==> src/rtl/gain_sched_pkg.sv <==
// ============================================================================
// gain_sched_pkg : shared types and constants for the gain scheduler
// Revision 1.0
// ============================================================================
`default_nettype none

package gain_sched_pkg;

    localparam int DATA_SIZE_DEFAULT = 32;

    typedef enum logic [1:0] {
        RUN   = 2'd0,
        DRAIN = 2'd1,
        LOAD  = 2'd2
    } state_t;

    typedef enum logic {
        LEFT  = 1'b0,
        RIGHT = 1'b1
    } chan_t;

endpackage

`default_nettype wire

==> src/rtl/gain_tag_fifo.sv <==
// ============================================================================
// gain_tag_fifo : 1-bit synchronous FIFO, simultaneous push/pop, count output
// Revision 1.0
// ============================================================================
`default_nettype none

module gain_tag_fifo #(
    parameter  int DEPTH = 4,
    localparam int AW    = (DEPTH > 1) ? $clog2(DEPTH) : 1,
    localparam int CW    = $clog2(DEPTH + 1)
) (
    input  logic          clock,
    input  logic          reset_n,
    input  logic          push,
    input  logic          din,
    input  logic          pop,
    output logic          dout,
    output logic          full,
    output logic          empty,
    output logic [CW-1:0] count
);

    localparam logic [AW-1:0] c_last  = AW'(DEPTH - 1);
    localparam logic [CW-1:0] c_depth = CW'(DEPTH);

    logic          r_mem [DEPTH];
    logic [AW-1:0] r_wr_ptr;
    logic [AW-1:0] r_rd_ptr;
    logic [CW-1:0] r_count;
    logic          w_push;
    logic          w_pop;

    // A push into a full FIFO is accepted only when a pop frees the slot.
    assign w_pop  = pop && (r_count != '0);
    assign w_push = push && ((r_count != c_depth) || w_pop);

    always_ff @(posedge clock or negedge reset_n) begin
        if (!reset_n) begin
            r_wr_ptr <= '0;
            r_rd_ptr <= '0;
            r_count  <= '0;
        end else begin
            if (w_push) r_wr_ptr <= (r_wr_ptr == c_last) ? '0 : r_wr_ptr + 1'b1;
            if (w_pop)  r_rd_ptr <= (r_rd_ptr == c_last) ? '0 : r_rd_ptr + 1'b1;
            case ({w_push, w_pop})
                2'b10:   r_count <= r_count + 1'b1;
                2'b01:   r_count <= r_count - 1'b1;
                default: r_count <= r_count;
            endcase
        end
    end

    always_ff @(posedge clock) begin
        if (w_push) r_mem[r_wr_ptr] <= din;
    end

    assign dout  = r_mem[r_rd_ptr];
    assign full  = (r_count == c_depth);
    assign empty = (r_count == '0);
    assign count = r_count;

endmodule

`default_nettype wire

==> src/rtl/gain_scheduler.sv <==
// ============================================================================
// gain_scheduler : round-robin L/R sharing of one gain unit, drained volume swap
// Optional macro GAIN_SCHED_MUTE_EN adds a mute input. Revision 1.0
// ============================================================================
`default_nettype none

module gain_scheduler
    import gain_sched_pkg::*;
#(
    parameter int                          DATA_SIZE       = DATA_SIZE_DEFAULT,
    parameter int                          MAX_OUTSTANDING = 4,
    parameter logic signed [DATA_SIZE-1:0] VOLUME_RESET    = 32'sd1024
) (
    input  logic                        clock,
    input  logic                        reset_n,
    input  logic signed [DATA_SIZE-1:0] left_in,
    input  logic signed [DATA_SIZE-1:0] right_in,
    input  logic                        left_empty,
    input  logic                        right_empty,
    output logic                        left_rd_en,
    output logic                        right_rd_en,
    output logic signed [DATA_SIZE-1:0] mul_din,
    output logic                        mul_wr_en,
    input  logic                        mul_full,
    input  logic signed [DATA_SIZE-1:0] mul_dout,
    input  logic                        mul_empty,
    output logic                        mul_rd_en,
    output logic signed [DATA_SIZE-1:0] volume,
    input  logic signed [DATA_SIZE-1:0] vol_in,
    input  logic                        vol_req,
    output logic signed [DATA_SIZE-1:0] left_out,
    output logic signed [DATA_SIZE-1:0] right_out,
    output logic                        left_wr_en,
    output logic                        right_wr_en,
    input  logic                        left_full,
    input  logic                        right_full,
`ifdef GAIN_SCHED_MUTE_EN
    input  logic                        mute,
`endif
    output logic                        busy
);

    localparam int CW = $clog2(MAX_OUTSTANDING + 1);

    state_t                        r_state;
    chan_t                         r_last_grant;
    logic signed [DATA_SIZE-1:0]   r_volume;
    logic signed [DATA_SIZE-1:0]   r_pending_vol;

    logic [CW-1:0]                 w_count;
    logic                          w_tag_full;
    logic                          w_tag_empty;
    logic                          w_tag_head;
    chan_t                         w_grant;
    logic                          w_issue;
    logic                          w_retire;
    logic                          w_head_full;
    logic signed [DATA_SIZE-1:0]   w_sample;

    // Handshakes are gated by reset_n so every strobe drops the instant reset asserts.
    always_comb begin
        w_grant = LEFT;
        if (!left_empty && !right_empty) w_grant = (r_last_grant == LEFT) ? RIGHT : LEFT;
        else if (left_empty)             w_grant = RIGHT;
    end

    assign w_issue     = reset_n && (r_state == RUN) && !mul_full && !w_tag_full &&
                         (!left_empty || !right_empty);
    assign w_head_full = w_tag_head ? right_full : left_full;
    assign w_retire    = reset_n && !mul_empty && !w_tag_empty && !w_head_full;

`ifdef GAIN_SCHED_MUTE_EN
    assign w_sample = mute ? '0 : mul_dout;
`else
    assign w_sample = mul_dout;
`endif

    assign left_rd_en  = w_issue && (w_grant == LEFT);
    assign right_rd_en = w_issue && (w_grant == RIGHT);
    assign mul_wr_en   = w_issue;
    assign mul_din     = !w_issue ? '0 : ((w_grant == LEFT) ? left_in : right_in);
    assign mul_rd_en   = w_retire;
    assign left_wr_en  = w_retire && !w_tag_head;
    assign right_wr_en = w_retire && w_tag_head;
    assign left_out    = left_wr_en  ? w_sample : '0;
    assign right_out   = right_wr_en ? w_sample : '0;
    assign volume      = r_volume;
    assign busy        = (w_count != '0) || (r_state != RUN);

    gain_tag_fifo #(
        .DEPTH (MAX_OUTSTANDING)
    ) u_tag_fifo (
        .clock   (clock),
        .reset_n (reset_n),
        .push    (w_issue),
        .din     (w_grant == RIGHT),
        .pop     (w_retire),
        .dout    (w_tag_head),
        .full    (w_tag_full),
        .empty   (w_tag_empty),
        .count   (w_count)
    );

    always_ff @(posedge clock or negedge reset_n) begin
        if (!reset_n) begin
            r_state       <= RUN;
            r_last_grant  <= RIGHT;
            r_volume      <= VOLUME_RESET;
            r_pending_vol <= '0;
        end else begin
            if (w_issue) r_last_grant <= w_grant;
            if (vol_req) r_pending_vol <= vol_in;
            case (r_state)
                RUN: begin
                    if (vol_req) r_state <= DRAIN;
                end
                DRAIN: begin
                    if (w_count == '0) r_state <= LOAD;
                end
                LOAD: begin
                    // A request landing in this cycle is the newest value.
                    r_volume <= vol_req ? vol_in : r_pending_vol;
                    r_state  <= RUN;
                end
                default: r_state <= RUN;
            endcase
        end
    end

endmodule

`default_nettype wire

==> config.mk <==
export PLATFORM = sky130hd
export DESIGN_NAME = gain_scheduler
export DESIGN_NICKNAME = d
export VERILOG_FILES = /design/src/rtl/gain_sched_pkg.sv /design/src/rtl/gain_tag_fifo.sv /design/src/rtl/gain_scheduler.sv
export SDC_FILE = /design/constraint.sdc
export NUM_CORES = 1
export LEC_CHECK = 0
export CAP_MARGIN = 20
export CORE_ASPECT_RATIO = 1.25
export CORE_MARGIN = 10
export CORE_UTILIZATION = 33
export CTS_CLUSTER_SIZE = 10
export DETAILED_ROUTE_END_ITERATION = 8
export PLACE_DENSITY = 0.78
export SETUP_SLACK_MARGIN = 0.05
export SLEW_MARGIN = 20
export SYNTH_ARGS = -nofsm -noshare
export SYNTH_HDL_FRONTEND = slang
export SYNTH_SLANG_ARGS = --single-unit
export TNS_END_PERCENT = 1
==> constraint.sdc <==
create_clock -name clock -period 2.58 [get_ports clock]
set_input_delay 0.774 -clock clock [delete_from_list [all_inputs] [get_ports clock]]
set_output_delay 0.774 -clock clock [all_outputs]
set_load 0.03 [all_outputs]
Word level (Yosys, flattened, before mapping)
Memories as Yosys holds them, arrays and structs flattened.
Index checks and enable logic that the tools add are counted.

storage, ports and cells
  output and inout port bits = 135
  word-level logic and storage cells = 71
  ROM bits = 0
  bits in writable memories = 4
  memories kept = 1
  bits in registers = 74
  latch bits = 0

operators by class
  mux-type cells = 17
  bitwise operators = 1
  magnitude comparators = 0
  div/mod/pow operators = 0
  multiply operators = 0
  equality and inequality tests = 10
  $add $sub $neg = 4
  shift operators = 0
  reductions and logical operators = 31

memory list
  memory            depth  bits a word  rd ports  clocked after memory_dff  write ports  line                 text
  u_tag_fifo.r_mem  4      1            1         0                         1            gain_tag_fifo.sv:26  logic r_mem [DEPTH];

operators with widths
  operator                                                             number
  32-bit two-way mux                                                   5
  1-bit logical AND                                                    14
  2-bit == test (second input constant)                                4
  1-bit logical NOT                                                    8
  2-bit two-way mux                                                    4
  1-bit two-way mux                                                    6
  3-bit case mux with 2 select lines                                   1
  2-bit by 1-bit adder with 2-bit output (second input constant)       2
  2-bit by 1-bit == test with 1-bit output (second input constant)     2
  2-bit != test (second input constant)                                2
  2-bit case mux with 2 select lines                                   1
  2-bit nonzero test                                                   2
  3-bit by 1-bit adder with 3-bit output (second input constant)       1
  3-bit == test (second input constant)                                1
  3-bit logical NOT                                                    1
  1-bit logical OR                                                     3
  3-bit != test (second input constant)                                1
  3-bit nonzero test                                                   1
  3-bit by 1-bit subtractor with 3-bit output (second input constant)  1
  2-bit logical NOT                                                    1
  2-bit AND reduction                                                  1
  1-bit NOT                                                            1

Longest topological paths before layout
  depth in word-level cells = 9
  gate-level depth with buffers = 10
  mapped depth without buffers = 9

Modules after synthesis
Synthesis repeated with hierarchy kept, for this count alone.

second synthesis, totals
  cell total of the unflattened synthesis = 397
  area, all modules = 4,181.5 um^2

by module, submodules not included
  module          cells each  seq. area each (um^2)  area an instance (um^2)  instances
  gain_scheduler  336         1,679.1                3,480.8                  1
  gain_tag_fifo   61          295.3                  700.7                    1

Worst setup path before layout
No wires, ideal clock.

  path type = input-to-output
  from = input mul_full
  to = output mul_din[23]
  arrival = 2,343 ps
  stages on the path = 5
  data required time = 1,806 ps
  path buffers = 2
  setup slack = -537 ps
  path through = or4b_1 -> a221o_1 -> buf_2 -> buf_2 -> a21oi_1

between the ends
  word-level cells in the longest chain between the ends = 5

RTL lines
  item                            line                  text
  from (decl)                     gain_scheduler.sv:24  input logic mul_full,
  1-bit logical NOT               gain_scheduler.sv:67  assign w_issue = reset_n && (r_state == RUN) && !mul_full && !w_tag_full &&
  1-bit logical AND (3 in a row)  gain_scheduler.sv:67
  32-bit two-way mux              gain_scheduler.sv:81  assign mul_din = !w_issue ? '0 : ((w_grant == LEFT) ? left_in : right_in);
  to (decl)                       gain_scheduler.sv:22  output logic signed [DATA_SIZE-1:0] mul_din,

Every way passes these cells.

Worst setup path in the final report
  from = input mul_full
  to = output mul_din[28]

Same word-level chain as after synthesis.

==> results.txt <==
Post-DP Area - 7300 um^2
number of synthesized register bits - 78
Critical Path Sink Type - output port
violated checks - negative setup slack
min-delay worst type - flop to flop
FF-to-FF path depth - 11
CTS tree - yes
gr usage total - 17.5%
Max H-tree Level - 3
DIE AREA - 17000 um^2
filler instances - 921
via count - 3940
synthesized area - 4020 um^2
CTS Buf Count - 9
cell count after synthesis - 377
Synth-to-Final Area Change - 103%
Final min period - 3110 ps
first-iteration detailed-routing DRC count - 157
post-route cell area - 8170 um^2
run status - finished with violations
f_max - 322 MHz
Avg Vias per Cell - 4.71
WL final - 15400 um
Syn Nets - 521
Total Power - 5.84 mW
final cycle utilization of the critical path - 120%
final net count - 811
routed length on met3 - 1310 um
Final Max Tran Viols - 0
Power per Cell Area - 714 nW/um^2
Cells on Worst Hold Path - 2
Worst Path Required - 1810 ps
worst endpoint data arrival time - 2330 ps
I/O pin total - 272
RSZ-0062 raised after global routing - yes
die width - 119 um
Core Rows - 45
# Max-Cap Violations - 0
share of cells above drive strength 1 - 42.1%
largest vdd supply drop - 361 uV
Setup TNS - -32200 ps
synth unique cells - 34
Synth Warn # - 0
largest net degree at the start of global routing - 75
most frequent cells in the layout - clkdlybuf4s50_1, buf_6, dfrtp_1, mux2_2, nand2_1
Antenna Nets Post-Route - 0
number of port buffers - 271
drt wl/cell - 18.4 um
clk slew on worst S/H paths - 60 ps
worst rel slew slack - 39.7%
latest clock arrival within the worst-skew pair - 340 ps
Setup Crit Path Kind - input port to output port
syn avg cell area - 10.7 um^2
RePlAce Congestion - 0.792
initial antenna violation count - 0
Final Worst Setup Slack - -528 ps
Core Area - 12000 um^2
drt drc - 0
Final Hold Slack - 469 ps
Final Hold Viols - 0
Post-DP HPWL - 12000 um
Leak - 3.50 nW
Congestion Overflow GR - 0
skew final - 9.82 ps
Vert. Die Dim - 143 um
drt pass-1 iters - 4
first-pass GRT wire length - 23900 um
diodes inserted - 0
met2 wire len - 8210 um
most common cell after layout, fill and taps aside - clkdlybuf4s50_1
top layer in use - met4
Hold Buf Count CTS - 0
vias in the first global route - 4385
sequential fraction of the synthesis area - 49.2%
Worst Setup Start Kind - input port
Num Clock Sinks - 78
worst-margin pin slew - 905 ps
M1 WL - 5440 um
Final Setup Violations - 104
Starting Density - 33.3%
CTS max path bufs - 2
Final Util - 67.8%
CTS root buf - clkbuf_16
CP max FO - 5
final cells by class:
cell class / instances / area, um^2 / area share [%]
inverters: 8 / 33.8 / 0.414
repair buffers: 303 / 3310 / 40.5
clock buffers: 9 / 225 / 2.76
clock inverters: 7 / 61.3 / 0.750
multi-input cells: 267 / 2360 / 28.8
flip-flops and latches: 78 / 1980 / 24.2
well taps: 164 / 205 / 2.51
flip-flops by register name, summed over array words and instances, names as in the netlist:
signal / count
r_state: 2
u_tag_fifo.r_mem: 4
u_tag_fifo.r_wr_ptr: 2
volume: 32
u_tag_fifo.r_rd_ptr: 2
r_pending_vol: 32
r_last_grant: 1
u_tag_fifo.count: 3
through the flow:
step / std cells / worst slack, ps
3_3_place_gp: 811 / -819
5_1_grt: 836 / -552
2_1_floorplan: 377 / -274
4_1_cts: 836 / -548
3_5_place_dp: 811 / -841
6_report: 836 / -528
synthesized netlist by cell type:
cell / count / share of area (%)
or2_2: 1 / 0.16
or3_1: 3 / 0.47
or2_4: 1 / 0.22
edfxtp_1: 4 / 3.0
nor3b_1: 1 / 0.19
and2_1: 68 / 11
nor4_4: 1 / 0.53
clkbuf_1: 14 / 1.3
a221o_1: 1 / 0.25
a21oi_1: 33 / 4.1
mux2_1: 2 / 0.56
mux2_2: 63 / 18
ha_1: 6 / 1.9
dfrtp_1: 72 / 45
nor2_1: 8 / 0.75
nor3_1: 1 / 0.12
clkinv_1: 1 / 0.093
nand2_1: 64 / 6.0
mux2i_1: 1 / 0.25
buf_2: 5 / 0.62
or4b_1: 1 / 0.25
nor4b_4: 1 / 0.59
buf_1: 3 / 0.28
inv_1: 7 / 0.65
mux4_2: 1 / 0.56
nand2b_1: 2 / 0.31
o21ai_0: 1 / 0.12
xnor2_1: 1 / 0.22
fa_1: 1 / 0.50
clkbuf_2: 2 / 0.25
xor2_1: 2 / 0.44
mux2_4: 2 / 0.75
a211oi_1: 1 / 0.19
dfstp_2: 2 / 1.3
path summary, 6_finish.rpt:
path	from	to	slack (ps)
setup / recovery	mul_full	mul_din[28]	-530
hold / removal	r_last_grant	r_last_grant	470
setup reg to reg	r_state[0]	u_tag_fifo.count[2]	-60
hold reg to reg	r_last_grant	r_last_grant	470
max in group asynchronous	reset_n	u_tag_fifo.r_rd_ptr[0]	1180
min in group asynchronous	reset_n	u_tag_fifo.r_rd_ptr[0]	790
power breakdown:
| part | total [mW] | switching [mW] | internal [mW] |
|---|---|---|---|
| Clock | 1.20 | 0.528 | 0.669 |
| Combinational | 2.83 | 1.46 | 1.37 |
| Sequential | 1.81 | 0.200 | 1.61 |
logic make-up (layout without fill, tap and decap cells):
| family | after synthesis | count (layout) | share of synthesized area, % |
|---|---|---|---|
| AND/OR/NAND/NOR | 152 | 152 | 20.2 |
| flip-flops | 78 | 78 | 49.2 |
| multiplexers | 69 | 69 | 19.8 |
| AO/OA/AOI/OAI | 36 | 36 | 4.67 |
| buffers and inverters | 32 | 327 | 3.21 |
| adder cells (fa/ha/maj) | 7 | 7 | 2.37 |
| XOR/XNOR | 3 | 3 | 0.654 |
what timing repair did:
action / 4_1_cts / 5_1_grt
gates resized for setup: 115 / 21
pin swaps: 6 / 10
cloned: 2 / 0
endpoints found under the setup margin: 109 / 105
setup buffers: 7 / 0
endpoints found under the hold margin: 0 / 0
metal layers:
layer  up-vias  track usage [%]
met5         -                0
met4         0             6.95
met3        35             6.36
met2       194             32.3
met1      1870             17.6
li1       1841                -
critical path, stage by stage:
cell	delay (ps)
buf_6	100
or4b_4	500
a221o_4	400
buf_6	150
buf_16	140
a21oi_4	120
buf_6	150
No activity file was read; power rests on OpenSTA's default activity.
==> variant (same settings) <==
`MAX_OUTSTANDING`: 4 -> 2.
--- a/src/rtl/gain_scheduler.sv
+++ b/src/rtl/gain_scheduler.sv
@@ -8,7 +8,7 @@
     import gain_sched_pkg::*;
 #(
     parameter int                          DATA_SIZE       = DATA_SIZE_DEFAULT,
-    parameter int                          MAX_OUTSTANDING = 4,
+    parameter int                          MAX_OUTSTANDING = 2,
     parameter logic signed [DATA_SIZE-1:0] VOLUME_RESET    = 32'sd1024
 ) (
     input  logic                        clock,
Behaviour: not the same (a bounded check fails within 4 cycles, from zero or initial values and one cycle with reset_n low).
==> variant against the original RTL <==
- power up 11%
- area after synthesis grew 1.8%
- count of clock-buffer cells in the layout increased by 1
- cell area up 5.1%
- first-iteration DRC count grew 29%
- setup slack improved by 0.38 ns
- critical path depth decreased by 1
- sequential cell count is 5 lower
- critical endpoint is now mul_din[27]
- wire length increased by 28%
- non-clock buffer count rose by 14
- via count grew 6.7%
- the run still ends with setup timing left
==> variant: results (changes against the original RTL) <==
- The maximum number of pins on one net before global-route repair came to 66 (was 75).
* Launching instance or port of the critical path: left_empty (was mul_full)
- The number of library cell types mapped by synthesis came to 37 (was 34).
- Leakage power: 3.72 nW (was 3.50 nW)
- Antenna violations before repair: 2 (was 0)
- The family of cells with the greatest summed delay on the critical path is buffers and inverters (unchanged).
- The arrival time at the worst endpoint was 1.95 ns (was 2.33 ns).
- End point of the critical path: mul_din[27] (was mul_din[28])
- The number of enable-type register cells in the synthesized netlist was 2 (was 4).
- The number of post-CTS setup repair buffers is 14 (was 7).
* Initial detailed-routing violation count: 203 (was 157)
- Crit path max-delay cell type: o21ba_4 (was or4b_4)
* Global-route wire length before repair: 28800 um (was 23900 um)
- The number of cells on the worst reg-to-reg path is 8 (was 11).
* Synth async-reset ratio: 97.3% (was 94.9%)
* Number of global-route vias before repair: 4731 (was 4385)
- The tightest hold margin is 0.369 ns (was 0.469 ns).
* Vias: 4203 (was 3940)
- Number of gates resized after cts: 159 (was 115)
- Synthesized Nets: 505 (was 521)
- Top layer used by detailed routing: met4 (unchanged)
* Outcome: finished, violations left (unchanged)
- The met1 wire length is 7040 um (was 5440 um).
* Routed len/inst: 23.6 um (was 18.4 um)
* Placed instance count: 790 (was 811)
- The longest individual stage delay on the worst path came to 0.30 ns (was 0.50 ns).
- Switching power: 2.44 mW (was 2.19 mW)
- Cell types with the highest counts after synthesis: dfrtp_1 (69), nand2_1 (65), and3_1 (64) (was dfrtp_1 (72), and2_1 (68), nand2_1 (64))
- Final setup margin: -0.148 ns (was -0.528 ns)
* Setup-violating endpoint count in the final report: 51 (was 104)
- The post-placement setup slack is -0.426 ns (was -0.841 ns).
- Share of post-route cells with drive strength above 1: 50.5% (was 42.1%)
- Wire length on met3: 1430 um (was 1310 um)
* Post-DP HPWL: 13200 um (was 12000 um)
- Routability cong.: 0.924 (was 0.792)
- Path class of the lowest-slack min-delay path: in2async (was reg2reg)
- Cells after Synth: 367 (was 377)
- The worst slew margin relative to its limit came to 43.4% (was 39.7%).
- Detail Route met2 WL: 10500 um (was 8210 um)
* Peak supply drop: 0.000397 V (was 0.000361 V)
* Total negative setup slack: -4.38 ns (was -32.20 ns)
* Setup skew after layout: 0.00884 ns (was 0.00982 ns)
- Violated checks: setup timing (unchanged).
- Worst reg-to-reg setup slack: 0.48 ns (was -0.06 ns)
* Global routing usage summed across all routing layers: 21.5% (was 17.5%)
- Fill cell instance count of the final layout: 811 (was 921)
- Synth top area cells: dfrtp_1 (42%), mux2_4 (11%), mux2_2 (10%) (was dfrtp_1 (45%), mux2_2 (18%), and2_1 (11%)).
- The capture instance of the worst register-to-register path is u_tag_fifo.count[1] (was u_tag_fifo.count[2]).
- The total routed wirelength is 19800 um (was 15400 um).
* Max FO, Critical Path: 29 (was 5)
- The startpoint of the lowest-slack register-to-register path was r_state[1] (was r_state[0]).
* Net count of the finished layout: 804 (was 811)
- The portion of the post-synthesis area used by sequential elements came to 45.0% (was 49.2%).
[variant: worst reg2reg max path, delay by kind of cell, from the launching register on]
| kind | cells | cell delay, ns |
|---|---|---|
| flops | 1 | 0.45 |
| fa+ha+maj | 1 | 0.30 |
| xor+xnor | 1 | 0.15 |
| buf+inv | 3 | 0.45 |
| simple gates | 3 | 0.66 |
[variant: layout make-up]
type                       count  area share, %
timing repair buffer         317           42.9
antenna                        2         0.0583
multi-input combinational    262           29.2
inverter                       3          0.277
tap                          164           2.39
sequential                    73           21.4
clock inverter                 6           1.05
clock buffer                  10           2.67
[variant: per-stage QoR]
stage                     power, mW  instance area [sq um]
final                          6.49                   8590
after global routing           6.78                   8590
after CTS                      6.37                   8250
after detailed placement       4.60                   6990
after global placement         4.52                   6990
after floorplan                3.36                   4100
[variant: power groups by stage]
stage / registers (mW) / clock network (mW) / logic, mW
floorplan: 2.24 / 0 / 1.12
global placement: 1.73 / 0 / 2.79
detailed placement: 1.75 / 0 / 2.84
CTS: 1.75 / 1.36 / 3.26
global route: 1.81 / 1.41 / 3.57
finish: 1.76 / 1.33 / 3.40
[variant: cells by family (layout without fill, tap and decap cells)]
kind of cell | count (synthesis) | in the layout | share of synthesized area [%]
buffers and inverters | 35 | 336 | 5.97
muxes | 68 | 68 | 21.4
adders and majority gates | 1 | 1 | 0.306
xor gates and xnor gates | 4 | 4 | 0.857
DFF | 73 | 73 | 45.0
AOI/OAI and AO/OA | 38 | 38 | 7.41
other | 0 | 2 | 0
and+or+nand+nor | 148 | 151 | 19.1
[variant: metal layers]
layer | track usage [%] | vias to the layer above
met3 | 6.75 | 51
li1 | - | 1890
met5 | 0 | -
met4 | 9.73 | 0
met1 | 22.3 | 2068
met2 | 38.8 | 194
